**src/rtl/process_rx_byte_pkg.sv**
```systemverilog
`default_nettype none
// ============================================================================
// Module      : process_rx_byte_pkg
// Description : Shared definitions for the receive side of the USB serial
//               interface engine. Holds the line-state codes and the control
//               codes that travel with every byte/packet event to the packet
//               receiver, plus a small event record and helpers.
// Contents    : SE0, SE1                     - fixed line-state codes
//               DATA_START .. DATA_ALIGN_ERROR - event control codes
//               rx_event_t                   - {data byte, control code}
//               is_jk(), make_event()        - helpers
// Revision    : 1.0 - initial release
// ============================================================================
package process_rx_byte_pkg;

  // Line states that are neither J nor K, independent of bus speed.
  localparam logic [1:0] SE0 = 2'b00;
  localparam logic [1:0] SE1 = 2'b11;

  // Event control codes seen by the packet receiver. The two error codes are
  // distinct so the receiver can tell a broken stuff run from a truncated byte.
  localparam logic [7:0] DATA_START           = 8'h01;
  localparam logic [7:0] DATA_STREAM          = 8'h02;
  localparam logic [7:0] DATA_STOP            = 8'h03;
  localparam logic [7:0] DATA_BIT_STUFF_ERROR = 8'h04;
  localparam logic [7:0] DATA_ALIGN_ERROR     = 8'h05;

  typedef struct packed {
    logic [7:0] data;
    logic [7:0] ctrl;
  } rx_event_t;

  // A sampled state carries a data bit only when it is a J or a K.
  function automatic logic is_jk(input logic [1:0] state);
    return (state != SE0) && (state != SE1);
  endfunction

  function automatic rx_event_t make_event(input logic [7:0] data,
                                           input logic [7:0] ctrl);
    rx_event_t ev;
    ev.data = data;
    ev.ctrl = ctrl;
    return ev;
  endfunction

endpackage
`default_nettype wire

```
**src/rtl/process_rx_byte_nrzi_unstuff.sv**
```systemverilog
`default_nettype none
// ============================================================================
// Module      : process_rx_byte_nrzi_unstuff
// Description : NRZI decoder and consecutive-ones counter for the RX byte
//               processor. Classifies each bit strobe and flags the stuffed
//               bit position; the parent FSM does SYNC matching, byte
//               assembly and event emission.
// Ports       : clk, rst      - clock, synchronous active-high reset
//               j_bit         - line-state code for J
//               line_state    - sampled line state
//               bit_en        - line_state valid this cycle
//               ref_j         - decode against J instead of the last state
//               count_en      - ones counting active (DATA/STUFF)
//               jk            - strobe carrying a J or K
//               bit_valid     - strobe carrying a data bit (not a stuff bit)
//               bit_val       - decoded bit value
//               stuff_req     - this data bit completes a run of MAX_ONES
//               stuff_err     - stuff position decoded as 1
//               se0, se1      - strobe carrying SE0 / SE1
// Revision    : 1.0 - initial release
// ============================================================================
module process_rx_byte_nrzi_unstuff
  import process_rx_byte_pkg::*;
#(
  parameter int MAX_ONES = 6
) (
  input  logic       clk,
  input  logic       rst,
  input  logic [1:0] j_bit,
  input  logic [1:0] line_state,
  input  logic       bit_en,
  input  logic       ref_j,
  input  logic       count_en,
  output logic       jk,
  output logic       bit_valid,
  output logic       bit_val,
  output logic       stuff_req,
  output logic       stuff_err,
  output logic       se0,
  output logic       se1
);

  localparam logic [2:0] ONES_MAX = 3'(MAX_ONES);

  logic [1:0] last_state;
  logic [2:0] one_cnt;
  logic       in_stuff;

  always_comb begin
    jk        = bit_en && is_jk(line_state);
    se0       = bit_en && (line_state == SE0);
    se1       = bit_en && (line_state == SE1);
    // Unchanged line state decodes as 1, a transition as 0.
    bit_val   = (line_state == (ref_j ? j_bit : last_state));
    // Once the run is full, the next J/K is the stuffed bit, not data.
    in_stuff  = count_en && (one_cnt == ONES_MAX);
    bit_valid = jk && !in_stuff;
    stuff_err = jk && in_stuff && bit_val;
    stuff_req = bit_valid && count_en && bit_val && (one_cnt == (ONES_MAX - 3'd1));
  end

  always_ff @(posedge clk) begin
    if (rst) begin
      last_state <= SE0;
      one_cnt    <= '0;
    end else begin
      if (jk) begin
        last_state <= line_state;
      end
      if (!count_en) begin
        one_cnt <= '0;
      end else if (jk) begin
        if (in_stuff || !bit_val) begin
          one_cnt <= '0;
        end else if (one_cnt != ONES_MAX) begin
          one_cnt <= one_cnt + 3'd1;
        end
      end
    end
  end

endmodule
`default_nettype wire

```
**src/rtl/process_rx_byte.sv**
```systemverilog
`default_nettype none
// ============================================================================
// Module      : process_rx_byte
// Description : Receive-side byte processor of the USB serial interface
//               engine. Detects SYNC, NRZI-decodes, removes stuffed bits,
//               assembles LSB-first bytes and detects EOP. Every byte or
//               packet event is a one-cycle strobe with a control code.
// Ports       : clk           in  1  clock
//               rst           in  1  synchronous active-high reset
//               JBit          in  2  line-state code for J
//               KBit          in  2  line-state code for K
//               RxBitStateIn  in  2  sampled line state
//               RxBitWEn      in  1  RxBitStateIn valid strobe
//               RxByteOut     out 8  received byte (8'h00 on STOP/error)
//               RxCtrlOut     out 8  event control code
//               RxByteWEn     out 1  event strobe
//               rxActive      out 1  packet in progress
// Revision    : 1.0 - initial release
// ============================================================================
module process_rx_byte
  import process_rx_byte_pkg::*;
#(
  parameter logic [7:0] SYNC_PATTERN = 8'h80,
  parameter int         MAX_ONES     = 6
) (
  input  logic       clk,
  input  logic       rst,
  input  logic [1:0] JBit,
  input  logic [1:0] KBit,
  input  logic [1:0] RxBitStateIn,
  input  logic       RxBitWEn,
  output logic [7:0] RxByteOut,
  output logic [7:0] RxCtrlOut,
  output logic       RxByteWEn,
  output logic       rxActive
);

  typedef enum logic [2:0] {
    IDLE   = 3'd0,
    SYNC   = 3'd1,
    DATA   = 3'd2,
    STUFF  = 3'd3,
    WAIT_J = 3'd4
  } state_t;

  state_t     state, state_nxt;
  logic [7:0] shift_q, shift_nxt;
  logic [2:0] bit_cnt, bit_cnt_nxt;
  logic       first_byte, first_byte_nxt;
  logic       active_q, active_nxt;
  rx_event_t  event_q, event_nxt;
  logic       wen_q, wen_nxt;

  logic       jk, bit_valid, bit_val, stuff_req, stuff_err, se0, se1;
  logic [7:0] shifted;

  process_rx_byte_nrzi_unstuff #(
    .MAX_ONES (MAX_ONES)
  ) u_nrzi_unstuff (
    .clk        (clk),
    .rst        (rst),
    .j_bit      (JBit),
    .line_state (RxBitStateIn),
    .bit_en     (RxBitWEn),
    .ref_j      (state == IDLE),
    .count_en   ((state == DATA) || (state == STUFF)),
    .jk         (jk),
    .bit_valid  (bit_valid),
    .bit_val    (bit_val),
    .stuff_req  (stuff_req),
    .stuff_err  (stuff_err),
    .se0        (se0),
    .se1        (se1)
  );

  // First bit received lands in bit 7 and ends up in bit 0 after eight shifts.
  assign shifted = {bit_val, shift_q[7:1]};

  always_comb begin
    state_nxt      = state;
    shift_nxt      = shift_q;
    bit_cnt_nxt    = bit_cnt;
    first_byte_nxt = first_byte;
    active_nxt     = active_q;
    event_nxt      = event_q;
    wen_nxt        = 1'b0;

    case (state)
      IDLE: begin
        // The first K after idle J is the first SYNC bit and decodes as 0.
        if (jk && (RxBitStateIn == KBit)) begin
          shift_nxt   = {bit_val, 7'd0};
          bit_cnt_nxt = 3'd1;
          state_nxt   = SYNC;
        end
      end

      SYNC: begin
        if (se0 || se1) begin
          bit_cnt_nxt = 3'd0;
          state_nxt   = WAIT_J;
        end else if (bit_valid) begin
          shift_nxt   = shifted;
          bit_cnt_nxt = bit_cnt + 3'd1;
          if (bit_cnt == 3'd7) begin
            if (shifted == SYNC_PATTERN) begin
              active_nxt     = 1'b1;
              first_byte_nxt = 1'b1;
              state_nxt      = DATA;
            end else begin
              state_nxt = IDLE;
            end
          end
        end
      end

      DATA, STUFF: begin
        if (se0) begin
          // EOP is only clean on a byte boundary; otherwise the partial
          // byte is dropped and reported as misaligned.
          event_nxt   = make_event(8'h00, (bit_cnt == 3'd0) ? DATA_STOP : DATA_ALIGN_ERROR);
          wen_nxt     = 1'b1;
          bit_cnt_nxt = 3'd0;
          state_nxt   = WAIT_J;
        end else if (se1 || stuff_err) begin
          event_nxt   = make_event(8'h00, DATA_BIT_STUFF_ERROR);
          wen_nxt     = 1'b1;
          bit_cnt_nxt = 3'd0;
          state_nxt   = WAIT_J;
        end else if (state == STUFF) begin
          // A valid stuffed 0 is dropped without touching the bit count.
          if (jk) begin
            state_nxt = DATA;
          end
        end else if (bit_valid) begin
          shift_nxt   = shifted;
          bit_cnt_nxt = bit_cnt + 3'd1;
          if (bit_cnt == 3'd7) begin
            event_nxt      = make_event(shifted, first_byte ? DATA_START : DATA_STREAM);
            wen_nxt        = 1'b1;
            first_byte_nxt = 1'b0;
          end
          // The byte completing on this bit is still emitted above.
          if (stuff_req) begin
            state_nxt = STUFF;
          end
        end
      end

      WAIT_J: begin
        // Trailing SE0s and stray K bits are ignored until the bus returns to J.
        if (jk && (RxBitStateIn == JBit)) begin
          active_nxt = 1'b0;
          state_nxt  = IDLE;
        end
      end

      default: begin
        state_nxt = IDLE;
      end
    endcase
  end

  always_ff @(posedge clk) begin
    if (rst) begin
      state      <= IDLE;
      shift_q    <= '0;
      bit_cnt    <= '0;
      first_byte <= 1'b0;
      active_q   <= 1'b0;
      event_q    <= '0;
      wen_q      <= 1'b0;
    end else begin
      state      <= state_nxt;
      shift_q    <= shift_nxt;
      bit_cnt    <= bit_cnt_nxt;
      first_byte <= first_byte_nxt;
      active_q   <= active_nxt;
      event_q    <= event_nxt;
      wen_q      <= wen_nxt;
    end
  end

  assign RxByteOut = event_q.data;
  assign RxCtrlOut = event_q.ctrl;
  assign RxByteWEn = wen_q;
  assign rxActive  = active_q;

endmodule
`default_nettype wire

```
**config.mk**
```make
export PLATFORM = sky130hd
export DESIGN_NAME = process_rx_byte
export DESIGN_NICKNAME = d
export VERILOG_FILES = /design/src/rtl/process_rx_byte_pkg.sv /design/src/rtl/process_rx_byte_nrzi_unstuff.sv /design/src/rtl/process_rx_byte.sv
export SDC_FILE = /design/constraint.sdc
export NUM_CORES = 1
export LEC_CHECK = 0
export ABC_AREA = 0
export CORE_AREA = 4 4 75 77
export CTS_BUF_LIST = sky130_fd_sc_hd__clkbuf_16
export DETAILED_ROUTE_END_ITERATION = 10
export DIE_AREA = 0 0 79 81
export PLACE_DENSITY = 0.58
export SLEW_MARGIN = 10
export SYNTH_ARGS = -nofsm -noshare
export SYNTH_HDL_FRONTEND = slang
export SYNTH_HIERARCHICAL = 1
export SYNTH_SLANG_ARGS = --single-unit
```
**constraint.sdc**
```tcl
create_clock -name clk -period 3.17 [get_ports clk]
set_input_delay 0.634 -clock clk [delete_from_list [all_inputs] [get_ports clk]]
set_output_delay 0.634 -clock clk [all_outputs]
set_load 0.02 [all_outputs]
```
==> results.py, run 1 <==
metrics = {
    "synth": {
        "synth.yosys.seq_area_share_pct": 34.5,
        "synth.avg_cell_area_um2": 8.76,
        "yosys_register_bits": 32,
        "synth_top_flop_cell": "dfxtp_1",
        "syn-instance-count": 212,
        "ys_async_sr_fraction_pct": 0,
        "ys_warn_count": 6,
        "synth_edf_count": 0,
        "ys_types": 52,
        "synth_area_um2": 1860,
    },
    "clocking": {
        "cts_tree": "yes",
        "cts_resized": 0,
        "ctsHoldBuffers": 0,
        "root_buffer": "clkbuf_16",
        "clk_transition_reported_paths_ns": 0.05,
        "numCtsBuffers": 5,
        "cts_sinks": 32,
        "cts_setup_buffers": 0,
        "ctsLongestPathBuffers": 2,
        "htree_levels": 2,
        "clk_latency_ns": 0.27,
    },
    "global_routing": {
        "grt_pass1_vias": 1549,
        "grt_max_degree": 23,
        "grt-ovfl-total": 0,
        "grt_pass1_wl_um": 7150,
        "antenna_found_initial": 0,
        "grtUsageTotal_pct": 14.0,
    },
    "placed_design": {
        "place_inst": 303,
        "io_buffers": 21,
        "hpwlAfterDp_um": 3010,
        "place_congestion": 0.831,
    },
    "sta": {
        "max_freq_mhz": 351,
        "maxSlewHeadroom_pct": 61.5,
        "clock-skew-final_ns": 0.00370,
        "final_max_slew_viol_count": 0,
        "period_needed_ns": 2.85,
        "tightest_slew_ns": 0.574,
        "finalCritPeriodShare_pct": 89.7,
        "hold_ws_ns": 0.453,
        "rsz0062_at_grt": "no",
        "final-hold-violation-count": 0,
        "finalSetupViolCount": 0,
        "tns_ns": 0,
    },
    "hold_path": {
        "hold_depth": 2,
        "hp-class": "reg2reg",
    },
    "setup_path": {
        "worstPathCellList": "clkdlybuf4s50_1, inv_1, ha_1, nand2_1, clkinv_1, nand2_1, nor3_1, nor3_2, a211o_1, o311a_1, mux2i_1",
        "critPathArrivalTime_ns": 2.99,
        "crit_end": "shift_q[4]$_SDFFE_PP0P_",
        "path_class": "in2reg",
        "critical-path-top-delay-family": "simple AND/OR/NAND/NOR gates",
        "critPathLaunch": "RxBitStateIn[0]",
        "reg2regPathDepth": 10,
        "cp_slowest_cell": "clkdlybuf4s50_1",
        "critPathCaptureType": "flip-flop",
        "crit_path_frequent_cell": "nand2_1",
        "r2r-end": "shift_q[4]$_SDFFE_PP0P_",
        "cp_num_cells": 11,
        "critPathLaunchType": "primary input",
        "cp.required_ns": 3.32,
        "regToRegSetupSlack_ns": 0.46,
        "cpPeakStageDelay_ns": 0.47,
        "crit_buf_inv": 3,
        "r2r_start": "state[2]$_SDFFE_PP0P_",
        "critPathMaxFanout": 7,
    },
    "routing": {
        "vias_per_cell": 4.97,
        "avgRoutedWirePerCell_um": 13.3,
        "drt_iter0_drc": 50,
        "routed.top_layer": "met4",
        "antenna_left": 0,
        "routed_wl_um": 4120,
        "firstDrtPassIters": 4,
        "route.met2.wl_um": 1940,
        "post-route-drc-count": 0,
        "vias": 1545,
        "met3_length_um": 116,
        "wl_met1_um": 2020,
    },
    "job": {
        "drv_cap": 0,
    },
    "pwr": {
        "vdd_drop_max_mv": 0.279,
        "power.density_nw_per_um2": 431,
        "power.total_mw": 0.983,
        "p_leak_nw": 0.849,
    },
    "floorplanning": {
        "core_area_um2": 5010,
        "initial_core_util_pct": 37.1,
        "die_x_um": 79,
        "die_h_um": 81,
        "rows": 26,
        "dieArea_um2": 6400,
        "ioPinCount": 27,
    },
    "final_layout": {
        "diodes": 0,
        "drive_above_1_share_pct": 11.6,
        "stdcell_count": 311,
        "fin_nets": 257,
        "area_delta_synth_final_pct": 22.8,
    },
    "status": {
        "outcome": "complete, no violations",
    },
}
## cells by family (layout without fill, tap and decap cells)
family / after synthesis / count (layout) / synth area share (%)
buf+inv: 28 / 53 / 9.10
simple gates: 84 / 84 / 24.3
fa+ha+maj: 8 / 8 / 5.39
flops: 32 / 32 / 34.5
compound gates: 42 / 42 / 17.7
mux: 11 / 11 / 6.00
xor+xnor: 6 / 6 / 2.83
other cells: 1 / 5 / 0.202
## how the worst min path moves through the flow
stage | startpoint | to | slack [ns]
finish | RxCtrlOut[2]$_SDFFE_PP0P_ | RxCtrlOut[2]$_SDFFE_PP0P_ | 0.45
global route | RxCtrlOut[2]$_SDFFE_PP0P_ | RxCtrlOut[2]$_SDFFE_PP0P_ | 0.48
floorplan | u_nrzi_unstuff/last_state[0]$_SDFFE_PP0N_ | u_nrzi_unstuff/last_state[0]$_SDFFE_PP0N_ | 0.43
CTS | u_nrzi_unstuff/last_state[0]$_SDFFE_PP0N_ | u_nrzi_unstuff/last_state[0]$_SDFFE_PP0N_ | 0.46
detailed placement | u_nrzi_unstuff/last_state[0]$_SDFFE_PP0N_ | u_nrzi_unstuff/last_state[0]$_SDFFE_PP0N_ | 0.45
global placement | RxCtrlOut[2]$_SDFFE_PP0P_ | RxCtrlOut[2]$_SDFFE_PP0P_ | 0.44
## power by group
group          internal (mW)  total, mW  switching, mW
combinational         0.0524      0.121         0.0686
sequential             0.407      0.410        0.00289
clock                  0.285      0.452          0.167
## registers in the layout, summed over array words and instances (netlist names), 2 cells and up
signal,flops
RxByteOut,8
RxCtrlOut,3
bit_cnt,3
shift_q,7
state,3
u_nrzi_unstuff/last_state,2
u_nrzi_unstuff/one_cnt,3
## area by class of cell
type,instances,area [um2]
clock buffers,5,125
clock inverters,3,15.0
fillers,517,2730
inverters,11,41.3
multi-input cells,156,1060
flip-flops and latches,32,641
well taps,70,87.6
repair buffers,34,308
## synthesized netlist by cell type, types with 5 or more instances
cell type,n,share of area [%]
mux2i_1,10,5.4
a32oi_1,8,3.8
ha_1,8,5.4
nand3_1,5,1.3
inv_1,10,2.0
dfxtp_1,32,35
a21oi_1,7,1.9
buf_4,6,2.4
buf_6,5,3.0
nand2_1,21,4.2
nor3_1,6,1.6
nor2_1,17,3.4
nand2b_1,11,3.7
## per-layer routing
| layer | vias to the layer above | GRT usage (%) |
|---|---|---|
| li1 | 796 | - |
| met1 | 716 | 18.2 |
| met2 | 26 | 22.9 |
| met3 | 7 | 3.44 |
| met4 | 0 | 4.64 |
| met5 | - | 0 |
## cells in the final DEF (no fill, tap or decap), drive strengths merged, types with 2 or more instances in the layout
master	n
a211o	2
a211oi	3
a21oi	7
a31oi	4
a32oi	8
and2	3
buf	13
clkbuf	5
clkdlybuf4s50	21
clkinv	2
conb	5
dfxtp	32
ha	8
inv	11
mux2i	10
nand2	22
nand2b	11
nand3	5
nand4	3
nor2	17
nor2b	4
nor3	7
nor4	3
o21ai	5
o22ai	2
o31ai	2
o32ai	2
xnor2	4
xor2	2
## tightest hold or removal path, stage by stage (launching register included)
cell and delay (ns):
dfxtp_1 0.31, nand2_1 0.05, a21oi_1 0.05
## through the flow
stage / util [%] / instance area, um2 / setup slack, ns
2_1_floorplan: - / 1870 / 0.410
3_3_place_gp: 42.7 / 2140 / 0.161
3_5_place_dp: 42.7 / 2140 / 0.0725
4_1_cts: 45.5 / 2280 / 0.354
5_1_grt: 45.5 / 2280 / 0.160
6_report: 45.5 / 2280 / 0.325
Note: power is estimated with default switching activity, not from simulation.
==> run 2, diff against run 1 <==
--- a/config.mk
+++ b/config.mk
@@ -11,6 +11,7 @@
 export DETAILED_ROUTE_END_ITERATION = 10
 export DIE_AREA = 0 0 79 81
 export PLACE_DENSITY = 0.58
+export SETUP_SLACK_MARGIN = 0.1
 export SLEW_MARGIN = 10
 export SYNTH_ARGS = -nofsm -noshare
 export SYNTH_HDL_FRONTEND = slang
==> results of run 2 <==
The final DEF is identical to that of run 1; final timing and power are the same.
